[config.mk]
export PLATFORM = sky130hd
export DESIGN_NAME = alu_seq
export DESIGN_NICKNAME = d
export VERILOG_FILES = /design/src/rtl/alu_seq.sv
export SDC_FILE = /design/constraint.sdc
export NUM_CORES = 1
export LEC_CHECK = 0
export ABC_CLOCK_PERIOD_IN_PS = 3500
export BUFFER_PORTS_ARGS = -buffer_cell sky130_fd_sc_hd__buf_2
export CORE_UTILIZATION = 45
export CTS_BUF_LIST = sky130_fd_sc_hd__clkbuf_16
export DETAILED_ROUTE_END_ITERATION = 12
export GPL_ROUTABILITY_DRIVEN = 0
export PLACE_DENSITY = 0.81
export SLEW_MARGIN = 20
export SYNTH_ARGS = -nofsm -noshare
export SYNTH_HDL_FRONTEND = slang
export SYNTH_SLANG_ARGS = --single-unit
[constraint.sdc]
create_clock -name clk -period 3.5 [get_ports clk]
set_input_delay 0.175 -clock clk [delete_from_list [all_inputs] [get_ports clk]]
set_output_delay 0.175 -clock clk [all_outputs]
set_load 0.02 [all_outputs]
[src/rtl/alu_seq.sv]
// alu_seq: registers operands for an external alu8, captures its result, and hands it downstream with valid/ready.
//   clk, rst_n (sync, active-low)
//   in_valid/in_ready, in_a, in_b, in_sub, in_acc : request side (in_acc=1 uses the last result as A)
//   alu_a, alu_b, alu_sub -> alu8 ; alu_sum, alu_ovf <- alu8
//   out_valid/out_ready, out_sum, out_ovf, out_zero : result side
module alu_seq #(
  parameter int WIDTH = 8
) (
  input  logic             clk,
  input  logic             rst_n,
  input  logic             in_valid,
  output logic             in_ready,
  input  logic [WIDTH-1:0] in_a,
  input  logic [WIDTH-1:0] in_b,
  input  logic             in_sub,
  input  logic             in_acc,
  output logic [WIDTH-1:0] alu_a,
  output logic [WIDTH-1:0] alu_b,
  output logic             alu_sub,
  input  logic [WIDTH-1:0] alu_sum,
  input  logic             alu_ovf,
  output logic             out_valid,
  input  logic             out_ready,
  output logic [WIDTH-1:0] out_sum,
  output logic             out_ovf,
  output logic             out_zero
);
  typedef enum logic [1:0] {IDLE, EXEC, HOLD} state_t;
  state_t state;
  logic [WIDTH-1:0] op_a, op_b, acc;
  logic op_sub;
  assign alu_a = op_a;
  assign alu_b = op_b;
  assign alu_sub = op_sub;
  always_ff @(posedge clk) begin
    if (!rst_n) begin
      state <= IDLE;
      op_a <= '0;
      op_b <= '0;
      op_sub <= 1'b0;
      acc <= '0;
      out_sum <= '0;
      out_ovf <= 1'b0;
      out_zero <= 1'b0;
      out_valid <= 1'b0;
      in_ready <= 1'b1;
    end else begin
      case (state)
        IDLE: if (in_valid) begin
          op_a <= in_acc ? acc : in_a;
          op_b <= in_b;
          op_sub <= in_sub;
          in_ready <= 1'b0;
          state <= EXEC;
        end
        EXEC: begin
          out_sum <= alu_sum;
          out_ovf <= alu_ovf;
          out_zero <= alu_sum == '0;
          acc <= alu_sum;
          out_valid <= 1'b1;
          state <= HOLD;
        end
        HOLD: if (out_ready) begin
          out_valid <= 1'b0;
          in_ready <= 1'b1;
          state <= IDLE;
        end
        default: begin
          out_valid <= 1'b0;
          in_ready <= 1'b1;
          state <= IDLE;
        end
      endcase
    end
  end
endmodule

Word-level counts from Yosys, hierarchy flattened
Index checks and enable logic that the tools add are counted.

storage, ports and cells
  flip-flop bits (word level) = 31

cells by class
  bitwise logic cells = 2
  reductions and logical operators = 6
  equality and inequality tests = 4
  multiplexer cells = 9

operator list
  kind                                                              count
  8-bit logical NOT                                                 1
  8-bit two-way mux                                                 1
  1-bit one-hot mux with 3 select lines                             2
  2-bit one-hot mux with 3 select lines                             1
  2-bit AND reduction                                               3
  2-bit two-way mux                                                 2
  2-bit inequality test (second input constant)                     2
  1-bit two-way mux                                                 3
  3-bit AND reduction                                               1
  2-bit by 1-bit == test with 1-bit output (second input constant)  1
  2-bit == test (second input constant)                             1
  2-bit logical NOT                                                 1
  1-bit NOT                                                         2

Logic depth before layout (Yosys ltp)
  depth in word-level cells = 3
  mapped depth = 5
  depth with buffers taken out = 3

Worst setup path before layout
Ideal clock, no wire load.

  path type = register to register
  start = register state[0]
  end = register op_a[0] (netlist: alu_a[0])
  required time = 3.384 ns
  data arrival time = 1.050 ns
  library setup time = 0.116 ns
  setup slack = 2.334 ns
  cell stages (with the launch flop) = 6
  buffers on the path = 2
  cell sequence = dfxtp_1 buf_6 nor3b_4 buf_6 nand2_1 o211a_1

between the ends
  cells in the longest elaborated chain, start to end = 2

RTL lines
  what                           RTL line  RTL
  start, declared                29        state_t state;
  start signal, assigned         37        state <= IDLE;
  start signal, assigned         54        state <= EXEC;
  start signal, assigned         62        state <= HOLD;
  2-bit logical NOT              48        case (state)
  2-bit AND reduction (no line)  n/a
  end signal, assigned           50        op_a <= in_acc ? acc : in_a;
  end, declared                  30        logic [WIDTH-1:0] op_a, op_b, acc;

No other way between the ends.
A chain may end at the register's enable or synchronous reset.

Worst setup path after layout
  start = register state[0]
  end = register op_a[4] (netlist: alu_a[4])

Same word-level chain as after synthesis.

==> flow_summary.yaml <==
status:
  status: "finished with violations"
  failed_checks: "DRC"
clock_tree:
  clock-root-buffer: "clkbuf_16"
  clk_pin_slew_worst_paths_ns: 0.05
  cts.repair.resized: 0
  postCtsSetupRepairBufs: 0
  clk_path_buf_depth: 2
  cts_hold_buf: 0
  numCtsBuffers: 5
  h-tree-depth: 2
  cts.sinks: 31
  cts_tree: "yes"
  worst_skew_pair.late_latency_ns: 0.28
timing:
  hold_viol: 0
  tightest_slew_ns: 1.00
  post-route-period-util_pct: 47.7
  skew_ns: 0.00290
  slew_headroom_pct: 33.0
  slew_viol_final: 0
  rsz0062_at_grt: "no"
  period_needed_ns: 1.67
  setup_viol: 0
  tns_ns: 0
  max_freq_ghz: 0.599
setup_path:
  cp_slowest_cell: "nor3b_4"
  end_kind: "flip-flop"
  criticalPathCategory: "reg2reg"
  crit_fanout: 26
  crit_chain: "nor3b_4, nand2_1, o211a_1"
  cp-start-kind: "flip-flop"
  reg2reg_setup_slack_ns: 1.83
  worst_ep_arrival_time_ns: 1.83
  slowest_delay_ns: 0.84
  cp.required_ns: 3.66
route:
  wire_per_inst_um: 12.9
  firstDrtPassIters: 8
  detail-route-antenna-nets: 0
  vias_per_cell: 5.21
  drcViolationCount: 2
  routed_wl_um: 2920
  vias: 1177
  first_iter_violations: 38
global_routing:
  first_global_vias: 1119
  antenna_found_initial: 0
  grt_pass1_wl_um: 4710
  overflow: 0
  grt_max_degree: 33
  track_usage_pct: 20.1
synthesis:
  avgSynthCellArea_sq_um: 9.36
  netlist_area_sq_mm: 0.00129
  ys_seq_elements: 31
  synthCells: 138
  synth_warnings: 0
  ys_types: 24
  yosysSeqAreaShare_pct: 48.1
  synth_nets: 169
final_layout:
  diodes: 0
  nNetsFinal: 225
  drive_above_1_share_pct: 36.4
  areaGrowthSynthToFinish_pct: 31.4
placed_design:
  port_buffers: 59
  dp_hpwl_um: 2100
run:
  drv_cap: 0
power_and_ir_drop:
  peakVddDrop_mv: 0.494
  power.leakage_nw: 0.882
  power_uw: 921
  powerDensity_mw_per_mm2: 543
die:
  die-area_sq_mm: 0.00309
  die_w_um: 55.6
  core_area_sq_mm: 0.00273
  die_h_um: 55.6
  pin_count: 60
  num_rows: 19
  start_util_pct: 47.2
worst_hold_path:
  hold_path.class: "in2reg"
[state kept, by name (all words and copies together) (netlist names)]
signal and count:
acc 8, out_valid 1, alu_b 8, out_ovf 1
alu_sub 1, state 2, alu_a 8, in_ready 1
out_zero 1
[path summary, 6_finish.rpt]
kind                                from       end  cells past startpoint
worst max-delay path            state[0]  alu_a[4]                      3
worst min-delay path             in_b[0]  alu_b[0]                      3
worst max register to register  state[0]  alu_a[4]                      3
worst min register to register  out_zero  out_zero                      2
[metal layers]
metal	vias up	track usage (%)	part of all wire [%]	wire, um
met3	6	7.96	6.4	187
met2	45	34.8	51	1490
li1	580	-	-	-
met4	0	9.29	1.5	45
met5	-	0	0	0
met1	546	21.4	41	1190
[layout make-up]
type                            instances  area [sq um]
Clock buffer                            5           125
Clock inverter                          3          11.3
Fill cell                             250          1040
Multi-Input combinational cell         97           606
Sequential cell                        31           621
Tap cell                               31          38.8
Timing Repair Buffer                   59           295
[cells in the final DEF, fill, tap and decap left out, drive strengths merged, types with 2 or more instances in the layout]
cell type and instances:
clkbuf 5, o21ai 2, a21boi 18, mux2i 8
dfxtp 31, nor4 2, clkinv 2, nor2b 2
a21oi 2, nand2 45, o211a 9, buf 59
[critical path, delay by kind of cell, from the launching register on]
kind / cells / cell delay (ns)
AOI/OAI and AO/OA: 1 / 0.18
DFF: 1 / 0.38
and+or+nand+nor: 2 / 0.98
[per-stage QoR]
step | cells | cell area, sq um | hold slack, ns | setup slack [ns] | utilization [%]
2_1_floorplan | 138 | 1290 | 0.302 | 2.33 | -
3_3_place_gp | 218 | 1560 | 0.416 | 1.98 | 57.1
3_5_place_dp | 218 | 1560 | 0.424 | 1.83 | 57.1
4_1_cts | 226 | 1700 | 0.138 | 1.81 | 62.1
5_1_grt | 226 | 1700 | 0.142 | 1.65 | 62.1
6_report | 226 | 1700 | 0.139 | 1.83 | 62.1
[logic make-up after synthesis]
| group | share of synthesized area, % |
|---|---|
| muxes | 6.20 |
| and+or+nand+nor | 20.8 |
| DFF | 48.1 |
| AOI/OAI and AO/OA | 19.9 |
| buffers and inverters | 5.04 |
[where the power goes]
group	switching, mW	internal (mW)	total, mW
clock	0.140	0.255	0.395
combinational	0.0787	0.0542	0.133
sequential	0.0155	0.378	0.393
[synthesized netlist by cell type (all sizes together)]
cell type | number | area (sq um)
a21boi | 18 | 146
a21oi | 2 | 10.0
and2 | 1 | 6.26
buf | 6 | 48.8
clkbuf | 4 | 16.3
dfxtp | 31 | 621
mux2i | 8 | 80.1
nand2 | 45 | 176
nand2b | 1 | 6.26
nand3 | 1 | 5.00
nand4 | 1 | 6.26
nor2 | 1 | 3.75
nor2b | 2 | 12.5
nor3 | 1 | 5.00
nor3b | 1 | 18.8
nor4 | 2 | 12.5
o211a | 9 | 90.1
o21ai | 2 | 10.0
or2b | 1 | 7.51
or3b | 1 | 8.76
No activity file was read; power rests on OpenSTA's default activity.
